### src/rtl/buck_sim_pwm.sv
// Two-phase L-C-R companion-model solver with a PWM-switched source, one timestep per two clocks.
// Define BUCK_SIM_SAT_EN to clamp overflowing state updates and raise a sticky sat_o.
module buck_sim_pwm #(
  parameter int INT_W      = 16,
  parameter int FRAC_W     = 16,
  parameter int PWM_PERIOD = 200,
  parameter logic signed [INT_W+FRAC_W-1:0] K_TL = 32'h0000_0083,
  parameter logic signed [INT_W+FRAC_W-1:0] K_C  = 32'h0002_0000,
  parameter logic signed [INT_W+FRAC_W-1:0] K_V  = 32'h0000_E884,
  parameter logic signed [INT_W+FRAC_W-1:0] K_E  = 32'h0000_003B
) (
  input  logic                            clk_i,
  input  logic                            rst_i,
  input  logic                            en_i,
  input  logic signed [INT_W+FRAC_W-1:0]  vin_i,
  input  logic        [15:0]              duty_i,
  output logic signed [INT_W+FRAC_W-1:0]  v_1_o,
  output logic signed [INT_W+FRAC_W-1:0]  v_2_o,
  output logic signed [INT_W+FRAC_W-1:0]  i_l_o,
  output logic                            sw_o,
  output logic                            step_o,
  output logic                            sat_o
);
  localparam int W     = INT_W + FRAC_W;
  localparam int WW    = 2 * W + 2;
  localparam int CNT_W = $clog2(PWM_PERIOD);

  typedef logic signed [W-1:0]  word_t;
  typedef logic signed [WW-1:0] wide_t;
  typedef enum logic [1:0] {IDLE = 2'd0, PH_I = 2'd1, PH_V = 2'd2} state_t;

  state_t           state_q, state_d;
  logic             do_i, do_v;
  word_t            i_l_q, i_l_d, i_c_q, i_c_d, v_1_q, v_1_d, v_2_q, v_2_d;
  word_t            vin_l_q, vin_l_d;
  logic [15:0]      duty_l_q, duty_l_d;
  logic [CNT_W-1:0] cnt_q, cnt_d;
  logic             sw_q, sw_d, step_q, step_d;
`ifdef BUCK_SIM_SAT_EN
  logic             sat_q, sat_d;
`endif

  // Products are carried wide so a saturating build can see true overflow.
  function automatic wide_t mulw(input word_t a, input word_t b);
    logic signed [2*W-1:0] p;
    p = $signed({{W{a[W-1]}}, a}) * $signed({{W{b[W-1]}}, b});
    return wide_t'(p >>> FRAC_W);
  endfunction

`ifdef BUCK_SIM_SAT_EN
  localparam word_t MAX_V = {1'b0, {(W-1){1'b1}}};
  localparam word_t MIN_V = {1'b1, {(W-1){1'b0}}};

  function automatic logic ovf(input wide_t x);
    return (x > wide_t'(MAX_V)) || (x < wide_t'(MIN_V));
  endfunction

  function automatic word_t fit(input wide_t x);
    if (x > wide_t'(MAX_V)) return MAX_V;
    if (x < wide_t'(MIN_V)) return MIN_V;
    return x[W-1:0];
  endfunction
`else
  function automatic word_t fit(input wide_t x);
    return x[W-1:0];
  endfunction
`endif

  // State register
  always_ff @(posedge clk_i) begin
    if (rst_i) state_q <= IDLE;
    else       state_q <= state_d;
  end

  // Next state: PH_V always follows PH_I, so a dropped enable never aborts a step
  always_comb begin
    state_d = state_q;
    case (state_q)
      IDLE:    if (en_i) state_d = PH_I;
      PH_I:    state_d = PH_V;
      PH_V:    state_d = en_i ? PH_I : IDLE;
      default: state_d = IDLE;
    endcase
  end

  // Phase strobes
  always_comb begin
    do_i = (state_q == PH_I);
    do_v = (state_q == PH_V);
  end

  logic        cnt_zero, sw_e;
  logic [15:0] duty_e;
  word_t       vin_e, e_w, diff_w, sum_w;
  wide_t       i_l_n, i_c_n, v_2_n;

  // A period boundary uses the freshly latched duty/amplitude for its own step.
  always_comb begin
    cnt_zero = (cnt_q == '0);
    duty_e   = cnt_zero ? duty_i : duty_l_q;
    vin_e    = cnt_zero ? vin_i  : vin_l_q;
    sw_e     = 32'(cnt_q) < 32'(duty_e);
    e_w      = sw_e ? vin_e : '0;
    diff_w   = v_1_q - v_2_q;
    sum_w    = i_l_q + i_c_q;
    i_l_n    = wide_t'(i_l_q) + mulw(diff_w, K_TL);
    i_c_n    = mulw(v_2_q, K_C) - wide_t'(i_c_q);
    v_2_n    = mulw(sum_w, K_V) + mulw(e_w, K_E);
  end

  always_comb begin
    i_l_d    = i_l_q;
    i_c_d    = i_c_q;
    v_1_d    = v_1_q;
    v_2_d    = v_2_q;
    vin_l_d  = vin_l_q;
    duty_l_d = duty_l_q;
    cnt_d    = cnt_q;
    sw_d     = sw_q;
    step_d   = 1'b0;
`ifdef BUCK_SIM_SAT_EN
    sat_d    = sat_q;
`endif
    if (do_i) begin
      i_l_d = fit(i_l_n);
      i_c_d = fit(i_c_n);
`ifdef BUCK_SIM_SAT_EN
      sat_d = sat_q | ovf(i_l_n) | ovf(i_c_n);
`endif
    end
    if (do_v) begin
      v_2_d  = fit(v_2_n);
      v_1_d  = e_w;
      sw_d   = sw_e;
      step_d = 1'b1;
      cnt_d  = (cnt_q == CNT_W'(PWM_PERIOD - 1)) ? '0 : cnt_q + 1'b1;
      if (cnt_zero) begin
        duty_l_d = duty_i;
        vin_l_d  = vin_i;
      end
`ifdef BUCK_SIM_SAT_EN
      sat_d = sat_q | ovf(v_2_n);
`endif
    end
  end

  always_ff @(posedge clk_i) begin
    if (rst_i) begin
      i_l_q    <= '0;
      i_c_q    <= '0;
      v_1_q    <= '0;
      v_2_q    <= '0;
      vin_l_q  <= '0;
      duty_l_q <= '0;
      cnt_q    <= '0;
      sw_q     <= 1'b0;
      step_q   <= 1'b0;
`ifdef BUCK_SIM_SAT_EN
      sat_q    <= 1'b0;
`endif
    end else begin
      i_l_q    <= i_l_d;
      i_c_q    <= i_c_d;
      v_1_q    <= v_1_d;
      v_2_q    <= v_2_d;
      vin_l_q  <= vin_l_d;
      duty_l_q <= duty_l_d;
      cnt_q    <= cnt_d;
      sw_q     <= sw_d;
      step_q   <= step_d;
`ifdef BUCK_SIM_SAT_EN
      sat_q    <= sat_d;
`endif
    end
  end

  assign v_1_o  = v_1_q;
  assign v_2_o  = v_2_q;
  assign i_l_o  = i_l_q;
  assign sw_o   = sw_q;
  assign step_o = step_q;
`ifdef BUCK_SIM_SAT_EN
  assign sat_o  = sat_q;
`else
  assign sat_o  = 1'b0;
`endif

endmodule
### config.mk
export PLATFORM = sky130hd
export DESIGN_NAME = buck_sim_pwm
export DESIGN_NICKNAME = d
export VERILOG_FILES = /design/src/rtl/buck_sim_pwm.sv
export SDC_FILE = /design/constraint.sdc
export NUM_CORES = 2
export LEC_CHECK = 0
export ABC_AREA = 1
export CAP_MARGIN = 5
export CORE_ASPECT_RATIO = 1.1
export CORE_MARGIN = 4
export CORE_UTILIZATION = 45
export CTS_BUF_LIST = sky130_fd_sc_hd__clkbuf_8
export DETAILED_ROUTE_END_ITERATION = 16
export GPL_TIMING_DRIVEN = 0
export PLACE_DENSITY_LB_ADDON = 0.05
export SLEW_MARGIN = 25
export SYNTH_ARGS = -nofsm -noshare
export SYNTH_HDL_FRONTEND = slang
export SYNTH_SLANG_ARGS = --single-unit
### constraint.sdc
create_clock -name clk_i -period 10.1 [get_ports clk_i]
set_input_delay 2.02 -clock clk_i [delete_from_list [all_inputs] [get_ports clk_i]]
set_output_delay 2.02 -clock clk_i [all_outputs]
set_load 0.02 [all_outputs]
[Word level (Yosys, flattened, before mapping)]
Cells that the tools add are included.
Operators by class
  muxes and demuxes: 8
  magnitude comparators: 1
  $add $sub $neg: 6
  multiply operators: 3
  eq/ne operators: 4
  reductions and logical operators: 2
Operators with widths (number)
  $mux 32: 2
  $sub 32x32->32: 2
  $mul 32x15->46 const B: 1
  $mul 32x9->41 const B: 1
  $mul 32x7->39 const B: 1
  $add 32x23->32: 1
  $add 32x25->32: 1
  $add 32x32->32: 1
  $lt 8x16->1: 1
  $mux 16: 1
  $add 8x1->8 const B: 1
  $eq 8x8->1 const B: 1
  $logic_not 8->1: 1
  $mux 8: 1
  $pmux 2 s3: 1
  $eq 2x1->1 const B: 1
  $eq 2x2->1 const B: 1
  $logic_not 2->1: 1
  $mux 1: 2
  $mux 2: 1
  $ne 2x2->1 const B: 1
Storage, ports and cells
  logic and storage cells: 34
  bits of input ports: 51
  bits in registers: 188

[Longest topological paths before layout]
  depth in word-level cells: 6
  mapped depth: 62
  gate-level depth less buffers: 59

[Worst setup path before layout]
Ideal clock, no wire load.
  kind: input to register
  start: in duty_i[5]
  end: reg v_2_q[31] (netlist: v_2_o[31])
  path buffers: 1
  arrival time: 9.048 ns
  stages on the path: 48
  data required time: 9.983 ns
  slack: 0.935 ns
  setup time: 0.117 ns
  path through: nand3_1 nand2_1 inv_1 ha_1 a21oi_1 nor2_1 a211oi_1 nand2_1 nand2_2 clkinv_1 clkbuf_1 nor2_1 ha_1 fa_1 fa_1 ha_1 xor2_1 ha_1 (+12 left out) inv_1 a21oi_1 o21ai_0 nand3_1 nand2_1 a21oi_1 o31ai_1 a21oi_1 o21ai_0 inv_1 nor2_1 nand2_1 nand2_2 nand2_2 nand3_1 nand2_1 nor2_1 nor2_1
Between the ends
  cells in the longest elaborated chain, start to end: 5
Ends and longest elaborated chain
  start: declaration: line 16  | input logic [15:0] duty_i,
  $mux 16
  $lt 8x16->1: line 102  | sw_e = 32'(cnt_q) < 32'(duty_e);
  $mux 32: line 103  | e_w = sw_e ? vin_e : '0;
  named net e_w[3]: line 94  | word_t vin_e, e_w, diff_w, sum_w;
  $mul 32x7->39: line 46  | p = $signed({{W{a[W-1]}}, a}) * $signed({{W{b[W-1]}}, b});
  $add 32x23->32: line 108  | v_2_n = mulw(sum_w, K_V) + mulw(e_w, K_E);
  end signal: assignment: line 165  | v_2_q <= v_2_d;
  end: declaration: line 34  | word_t i_l_q, i_l_d, i_c_q, i_c_d, v_1_q, v_1_d, v_2_q, v_2_d;
The timed path passes the listed nets, and every way through them passes these cells.
A chain may end at the register's enable or synchronous reset.

[Worst setup path in the final report]
  start: in duty_i[5]
  end: reg v_2_q[30] (netlist: v_2_o[30])
The elaborated chain is that of the path after synthesis.

==> run summary <==
clk sinks: 187
post-synthesis cell area: 30400 µm²
main flop type after synthesis: dfxtp_1
Crit path arrival time: 10.20 ns
Yosys Warn Count: 0
Fin. Hold Viols: 0
WL final: 94.7 mm
fmax: 103 MHz
grt total ovfl: 0
Core Box Area: 66600 µm²
Netlist cell types: 55
top-area cell type share of the netlist area: 23.1%
Initial Util: 45.7%
FF+latch count, synth: 187
multi-input logic area: 23300 µm²
total CTS buffers: 17
count leader, synth: inv_1
MaxCap Viol Count: 0
Vias per Instance: 5.20
XOR/XNOR Fraction of Synth Area: 6.93%
Mapped Nets: 4958
Worst Setup Start Kind: primary input
clock-pin slew on the worst setup and hold paths: 0.15 ns
outcome: complete, no violations
pin count of the biggest net entering global routing: 25
vias in the first global route: 27.1k
worst skew pair latency: 0.61 ns
post-synthesis adder-cell area fraction: 38.3%
part of the cycle the worst path needs: 95.9%
all-layer global routing usage: 26.3%
1st-iter DRT viols: 1219
clk buf depth: 2
critical path class: in2reg
Placed Cells: 5119
antenna violations before repair: 2
FF-to-FF setup slack: 0.53 ns
Cells after Synth: 4113
post-synth top area cell: ha_1
area grow syn2layout: 11.2%
DR pass1 iterations: 5
drt drc: 0
Buf/Inv on CP: 7
fraction of registers with async set/reset: 0%
post-route ant nets: 0
most used cell along the critical path: nand2_1
slew margin rel.: 27.0%
final setup violation count: 0
crit-path max FO: 10
H-tree levels: 4
CP max stage delay: 0.50 ns
complex-gate fraction of the synthesized area: 15.9%
IO buf count: 148
Root Driver: clkbuf_8
Final Non-Filler Cells: 5169
routed len/inst: 18.3 µm
first-pass GRT wire length: 149 mm
via count: 26.9k
# IOs: 150
Tmin final: 9.69 ns
overall die width: 256 µm
CTS tree: yes
FILL cells: 6837
Reg area: 3740 µm²
half-perimeter wire length after placement: 82.0 mm
Die H: 281 µm
post-synthesis simple-gate area fraction: 14.1%
critical path's top delay family: adder cells
largest cells by area after synthesis: ha_1 (23%), fa_1 (15%), dfxtp_1 (12%), inv_1 (11%), a21oi_1 (6.7%)
number of synthesized flops with an enable pin: 0
Commonest cells post-synth: inv_1 (868), ha_1 (563), nand2_1 (470), a21oi_1 (406), nor2_1 (371)
Die ar.: 71900 µm²
RSZ-0062 raised after global routing: yes
max-slew violation count: 0
worst endpoint required time: 10.61 ns
final net count: 5142
crit end category: flop
layout cell share with drive strength beyond 1: 3.60%
hold buffer count at cts: 0
Slowest cell on crit path: fa_1
Worst Hold Class: reg2reg
Syn Area/Cell: 7.40 µm²
GP Congestion: 0.944
row count: 99
sequential share of the synthesized area: 12.3%
post-synthesis mux area share: 0.592%
largest family of logic cells by synthesized area: adder cells
clock skew: 0.0344 ns
Tightest Pin Transition: 1.09 ns
cell families after synthesis:
family,Yosys count
fa+ha+maj,794
mux,18
compound gates,882
buf+inv,953
xor+xnor,239
other cells,2
flops,187
simple gates,1038
cells in the final DEF, fill, tap and decap left out, types with 13 or more instances in the layout:
| master | netlist | final |
|---|---|---|
| a31oi_1 | 22 | 22 |
| buf_4 | 1 | 19 |
| nor2_2 | 3 | 13 |
| o21bai_1 | 13 | 13 |
| nand2_2 | 13 | 16 |
| clkbuf_8 | 0 | 17 |
| mux2i_1 | 18 | 18 |
| nand2_1 | 470 | 467 |
| nor3_1 | 21 | 21 |
| fa_1 | 231 | 231 |
| clkbuf_1 | 66 | 61 |
| o211ai_1 | 34 | 34 |
| ha_1 | 563 | 563 |
| nor2_1 | 371 | 358 |
| nand3_1 | 115 | 115 |
| clkdlybuf4s50_1 | 0 | 148 |
| a21oi_1 | 406 | 402 |
| o21ai_1 | 26 | 24 |
| xor2_1 | 159 | 152 |
| inv_1 | 868 | 868 |
| o21a_1 | 25 | 25 |
| dfxtp_1 | 187 | 186 |
| nand4_1 | 19 | 19 |
| xnor2_1 | 78 | 73 |
| o221ai_1 | 13 | 13 |
| o21ai_0 | 286 | 283 |
per-stage QoR:
stage          cell area [µm²]  setup TNS (ns)  worst slack, ns  hold WS (ns)  util [%]
2_1_floorplan            30400               0            0.935         0.451         -
3_3_place_gp             33000          -36.33            -2.10         0.474      49.5
3_5_place_dp             33000          -34.98            -2.06         0.479      49.5
4_1_cts                  33500               0           0.0187         0.498      50.3
5_1_grt                  33800          -0.144          -0.0857         0.528      50.8
6_report                 33800               0            0.411         0.492      50.8
path summary, 6_finish.rpt:
check | start | to | cells after the start
setup / recovery | duty_i[5] | v_2_o[30] | 46
hold / removal | i_c_q[31] | i_c_q[31] | 2
setup reg to reg | cnt_q[0] | v_2_o[30] | 51
hold reg to reg | i_c_q[31] | i_c_q[31] | 2
per-layer routing:
metal	GRT usage [%]	vias to the layer above	share of wire, %
met2	47.4	443	49
met5	0	-	0
met1	34.0	12700	46
li1	-	13700	-
met3	2.35	108	3.2
met4	6.95	0	2.6
what timing repair did:
action	CTS	global route
endpoints found under the setup margin	28	21
setup buffers	2	14
pin swaps	1	12
gates cloned	0	1
resized for setup	23	48
state kept, by name (all words and copies together) (netlist names):
signal / cells
sw_o: 1
vin_l_q: 32
i_c_q: 31
cnt_q: 8
duty_l_q: 16
state_q: 2
v_1_o: 32
i_l_o: 32
v_2_o: 32
step_o: 1
layout make-up:
class	instances	share of cell area, %
multi-input combinational	2974	69.0
sequential	187	11.1
inverter	878	9.75
timing repair buffer	164	4.73
tap	858	3.17
buffer	75	0.928
clock buffer	17	0.691
clock inverter	15	0.691
antenna	1	0.00739
worst min-delay path, delay by kind of cell, from the launching register on:
kind / cells / cell delay, ns
AO/OA/AOI/OAI: 1 / 0.05
flip-flops: 1 / 0.35
buffers and inverters: 1 / 0.06
Power is not shown: default switching activity piles up to over one toggle a cycle in this logic, so the estimate is an artifact.
